===== config.mk =====
export PLATFORM = sky130hd
export DESIGN_NAME = cbd_interval_timer
export DESIGN_NICKNAME = d
export VERILOG_FILES = /design/src/rtl/cbd_interval_timer.sv
export SDC_FILE = /design/constraint.sdc
export NUM_CORES = 1
export LEC_CHECK = 0
export CAP_MARGIN = 20
export CORE_ASPECT_RATIO = 0.75
export CORE_UTILIZATION = 50
export CTS_CLUSTER_SIZE = 28
export DETAILED_ROUTE_END_ITERATION = 16
export PLACE_DENSITY_LB_ADDON = 0.3
export SLEW_MARGIN = 20
export SYNTH_ARGS = -nofsm -noshare
export SYNTH_HDL_FRONTEND = slang
export SYNTH_SLANG_ARGS = --single-unit
export TNS_END_PERCENT = 100

===== constraint.sdc =====
create_clock -name CLK -period 2.37 [get_ports CLK]
set_input_delay 0.474 -clock CLK [delete_from_list [all_inputs] [get_ports CLK]]
set_output_delay 0.474 -clock CLK [all_outputs]
set_load 0.1 [all_outputs]

===== src/rtl/cbd_interval_timer.sv =====
// Programmable interval timer: prescaled down-counter with auto-reload,
// one-cycle CAO expiry pulse and sticky terminal-count flag.
module cbd_interval_timer #(
  parameter int WIDTH = 8,
  parameter int PSC_W = 4
) (
  input  logic             CLK,
  input  logic             CDN,
  input  logic [WIDTH-1:0] D,
  input  logic             LD,
  input  logic             START,
  input  logic             STOP,
  input  logic             PERIODIC,
  input  logic [PSC_W-1:0] PSC,
  input  logic             CAI,
  input  logic             TCF_CLR,
  output logic [WIDTH-1:0] Q,
  output logic             CAO,
  output logic             BUSY,
  output logic             TCF
);

  typedef enum logic [1:0] {S_IDLE, S_RUN, S_DONE} state_t;

  state_t           state, state_nx;
  logic [WIDTH-1:0] reload, reload_nx, q_nx;
  logic [PSC_W-1:0] pre, pre_nx;
  logic             ctrl, tick, expire;

  // LD/STOP/START all pre-empt the tick, so an expiry on such an edge is lost.
  assign ctrl   = LD | STOP | START;
  assign tick   = (state == S_RUN) & CAI & (pre >= PSC);
  assign expire = ~ctrl & tick & (Q == '0);
  assign BUSY   = (state == S_RUN);

  always_comb begin
    state_nx  = state;
    reload_nx = reload;
    q_nx      = Q;
    pre_nx    = pre;
    if (STOP)       state_nx = S_IDLE;
    else if (START) state_nx = S_RUN;
    if (LD) begin
      reload_nx = D;
      q_nx      = D;
      pre_nx    = '0;
    end else if (STOP) begin
      pre_nx = '0;
    end else if (START) begin
      q_nx   = reload;
      pre_nx = '0;
    end else if (state == S_RUN && CAI) begin
      if (tick) begin
        pre_nx = '0;
        if (Q != '0)    q_nx = Q - WIDTH'(1);
        else if (PERIODIC) q_nx = reload;
        else            state_nx = S_DONE;
      end else begin
        pre_nx = pre + PSC_W'(1);
      end
    end
  end

  always_ff @(posedge CLK or negedge CDN) begin
    if (!CDN) begin
      state  <= S_IDLE;
      reload <= '0;
      Q      <= '0;
      pre    <= '0;
      CAO    <= 1'b0;
      TCF    <= 1'b0;
    end else begin
      state  <= state_nx;
      reload <= reload_nx;
      Q      <= q_nx;
      pre    <= pre_nx;
      CAO    <= expire;
      TCF    <= expire | (TCF & ~TCF_CLR);
    end
  end

endmodule


# After elaboration in Yosys (flattened, before gate mapping)
# Index checks and enable logic that the tools add are counted.
[classes]
mux = 21
n_eq_ne = 2
n_lt_le_gt_ge = 1
reduce_logical = 8
n_bitwise = 10
n_addsub = 2
[op_table]
columns = ["cell", "n"]
rows = [
  ["two-way mux 8 bit", 7],
  ["two-way mux 4 bit", 5],
  ["two-way mux 2 bit", 9],
  ["zero test 8 bit", 1],
  ["nonzero test 4 bit", 2],
  ["nonzero test 8 bit", 1],
  ["subtractor 8 x 1 -> 8 bit (second input constant)", 1],
  ["nonzero test 3 bit", 2],
  ["bitwise AND 1 bit", 5],
  ["adder 4 x 1 -> 4 bit (second input constant)", 1],
  ["greater-or-equal comparator 4 bit", 1],
  ["AND reduction 4 bit", 1],
  ["bitwise OR 1 bit", 3],
  ["equality test 2 x 1 -> 1 bit (second input constant)", 1],
  ["inequality test 2 bit (second input constant)", 1],
  ["inverter 1 bit", 2],
  ["logical AND 1 bit", 1],
]
[totals]
word_cells = 50
regBits = 24
output_inout_bits = 11
in_bits = 20

# Logic depth before layout (Yosys ltp)
[logic_depth]
ltp_word = 9
ltp_mapped = 8
depth_no_buf = 7

# Worst setup path before layout
# No wires, ideal clock.
[synth_timing]
path_type = "register -> register"
startpoint = "register Q[0]"
endpoint = "register Q[2]"
setup_time_ns = 0.127
slack_ns = -0.225
t_required_ns = 2.243
arrival_ns = 2.468
stages_incl_launch_ff = 9
path_cell_list = "dfrtp_1 > inv_1 > ha_1 > nor3b_4 > a311oi_1 > a32o_2 > buf_6 > nor2_4 > a221o_1"
[synth_via]
elab_chain_cells = 7
word_cells_on_any_way = 10
[synth_lines]
columns = ["item", "line_no", "rtl"]
rows = [
  ["from (decl)", "17", "output logic [WIDTH-1:0] Q,"],
  ["from (signal assigned)", "75", "Q <= q_nx;"],
  ["subtractor 8 x 1 -> 8 bit or nonzero test 8 bit (tied branches)", "55", "if (Q != '0) q_nx = Q - WIDTH'(1);"],
  ["two-way mux 8 bit", "55", ""],
  ["two-way mux 8 bit", "53", "if (tick) begin"],
  ["two-way mux 8 bit", "52", "end else if (state == S_RUN && CAI) begin"],
  ["two-way mux 8 bit", "49", "end else if (START) begin"],
  ["two-way mux 8 bit", "47", "end else if (STOP) begin"],
  ["two-way mux 8 bit", "43", "if (LD) begin"],
]
# Parallel ways exist; a longest one is shown, timed or not. The select of a mux whose other input is x is not followed.
# A chain may end at the register's enable or synchronous reset.

# Worst setup path after layout
[layout_timing]
startpoint = "input port PSC[0]"
endpoint = "register Q[7]"
[layout_via]
elab_chain_cells = 4
[layout_lines]
columns = ["item", "line_no", "rtl"]
rows = [
  ["from (decl)", "14", "input logic [PSC_W-1:0] PSC,"],
  ["greater-or-equal comparator 4 bit", "32", "assign tick = (state == S_RUN) & CAI & (pre >= PSC);"],
  ["bitwise AND 1 bit", "32", ""],
  ["nonzero test 3 bit (no line)", "--", ""],
  ["AND reduction 4 bit (no line)", "--", ""],
]
# Every way passes these cells.

==> metrics <==
Yosys warnings=0; RSZ-0062 raised after global routing=false; area delta synth->final=30.44%; Top FF cell, synth=dfrtp_1; final worst path period need=around 2300 ps; DRT iter0 DRCs=just under 80; global-route wire length before repair=between 5 and 6 mm; Crit path required time=between 2000 and 3000 ps; CTS Sinks=24; Core Box Area=2683 µm²; placement row count=16; critical path class=in -> reg; crit end category=register; Ports=31; CTS tree=built; GRT Total Usage=0.2371; final setup margin=54.15 ps; number of global-route vias before repair=about 1,300; VDD IR max=roughly 0.46 mV; Initial Util=0.5424; Die ar.=roughly 3100 µm²; worst min path class=reg -> reg; Die Span Y=just under 50 µm; # resized after CTS=0; worst skew pair latency=approximately 270 ps; CP Launch Type=primary input; initial antenna violation count=0; Unique masters post-synth=47; max_slew headroom=0.6677; fin crit share=0.9772; syn avg cell area=about 10 µm²; layout net count=approximately 210; Max Clk Rate=between 400 and 500 MHz; Seq/Total Area, Yosys=0.4127; ys async rst share=1.000; GRT overflow=0; HPWL Detailed=2.554 mm; Layout Skew=roughly 5.5 ps; Hold Violations, Final=0; Gate Count Post-Synth=about 150; H-tree levels=1; Vias=1,241; power density over the cells=between 600 and 700 nW/µm²; largest net degree at the start of global routing=27; CP max FO=5; TritonRoute pass-1 iters=4; CTS Buf Count=3; # diodes=0; post-CTS setup buffer count=0; total wire length=roughly 3.3 mm; outcome=finished, final reports clean; dpl ws=-231.4 ps; drt drc=0; Post-synth EDFFs=0; Worst-path clk slew=~90 ps; clock buffer depth=2; Slew Limit Fails=0; drt wl/cell=around 15 µm; layout cells sized above 1=0.1935; final setup vio count=0; Routed Antenna Nets=0; Die X-Extent=64.29 µm; Mapped Area=1455 µm²; Net Count, Synth=around 170; Seq cells post-synth=24; cell leakage power=approximately 0.9 nW; Worst-Margin Slew=between 400 and 500 ps; Port Buffers=30; arrival time at the worst endpoint=2480 ps; max_cap viols=0; gpl congestion=~0.85; Root Buffer=clkbuf_8; fin util=0.7076; hold_buf cts=0; vias per cell=between 5 and 6
## Yosys cell counts, drive strengths merged (2+ instances only)
cell type	number	share of area
nand2b	2	0.0086
a21oi	7	0.024
nor4	2	0.023
clkbuf	2	0.0052
inv	16	0.041
o22ai	2	0.0086
nor3b	2	0.018
and3b	2	0.012
buf	3	0.015
a21o	3	0.015
ha	6	0.052
a31oi	3	0.013
nand3b	2	0.010
nor2	4	0.015
mux2i	6	0.041
dfrtp	24	0.41
nor3	4	0.014
o21ai	12	0.041
or3	3	0.013
nand3	5	0.017
mux2	4	0.031
nand2	13	0.034
a221o	2	0.014
## logic make-up after synthesis
kind of cell,Yosys count,synth area share
and+or+nand+nor,44,0.1995
AOI/OAI and AO/OA,41,0.1909
DFF,24,0.4127
adders and majority gates,6,0.05159
muxes,10,0.07223
xor gates and xnor gates,2,0.01204
buffers and inverters,21,0.06105
## metrics by stage
step	total power, mW	area (µm²)	hold slack [ps]	std cells	TNS (ps)
global placement	0.8434	1827	462.6	218	-1416
CTS	1.215	1898	501.9	222	0
detailed placement	0.8538	1827	478.7	218	-1874
global route	1.258	1898	527.7	222	0
finish	1.213	1898	497.0	222	0
floorplan	0.7327	1458	178.4	148	0
## cell usage in the layout, fill, tap and decap left out, types with 4 or more instances in the layout
cell,instances
dfrtp_1,22
clkdlybuf4s50_1,19
buf_4,19
inv_1,16
nand2_1,13
o21ai_0,8
a21oi_1,7
mux2i_1,6
ha_1,6
nand3_1,5
nor3_1,4
mux2_2,4
o21ai_1,4
## per-layer routing
layer  GRT usage  up-vias  wire length (µm)
met1      0.3444      586              1639
met3     0.05189        5               216
met2      0.3667       41              1452
li1            -      609                 -
met5           0        -                 0
met4     0.04074        0                24
## flip-flops by register name (all words and copies together), names as in the netlist
name    flops
TCF         1
reload      8
Q           8
pre         4
state       2
CAO         1
## power breakdown
| group | internal, mW | total (mW) | switching (mW) | leakage (nW) |
|---|---|---|---|---|
| logic | 0.129 | 0.366 | 0.237 | 0.542 |
| clock network | 0.226 | 0.365 | 0.138 | 0.0357 |
| registers | 0.440 | 0.482 | 0.0414 | 0.300 |
| total | 0.796 | 1.21 | 0.417 | 0.878 |
## final timing paths
check / from / to / slack [ps] / cells after the start
setup / recovery: PSC[0] / Q[7]$_DFFE_PN0P_ / 50 / 7
hold / removal: TCF$_DFF_PN0_ / TCF$_DFF_PN0_ / 500 / 1
setup reg to reg: Q[0]$_DFFE_PN0P_ / Q[7]$_DFFE_PN0P_ / 190 / 7
hold reg to reg: TCF$_DFF_PN0_ / TCF$_DFF_PN0_ / 500 / 1
max in group asynchronous: CDN / Q[1]$_DFFE_PN0P_ / 1550 / 2
min in group asynchronous: CDN / pre[0]$_DFFE_PN0P_ / 560 / 2
## final cells by class
cell class	instances	area [µm²]
Inverter	16	60.06
Fill cell	214	784.5
Timing Repair Buffer	39	352.8
Sequential cell	24	603.1
Clock buffer	3	41.29
Clock inverter	1	30.03
Tap cell	36	45.04
Multi-Input combinational cell	103	765.7
## worst max-delay path: stages
cell             delay [ps]
clkdlybuf4s50_1         400
ha_1                    280
nand2b_1                150
a2111o_1                420
a32o_2                  300
nor2_4                  110
mux2_2                  340
No activity file was read; power rests on OpenSTA's default activity.
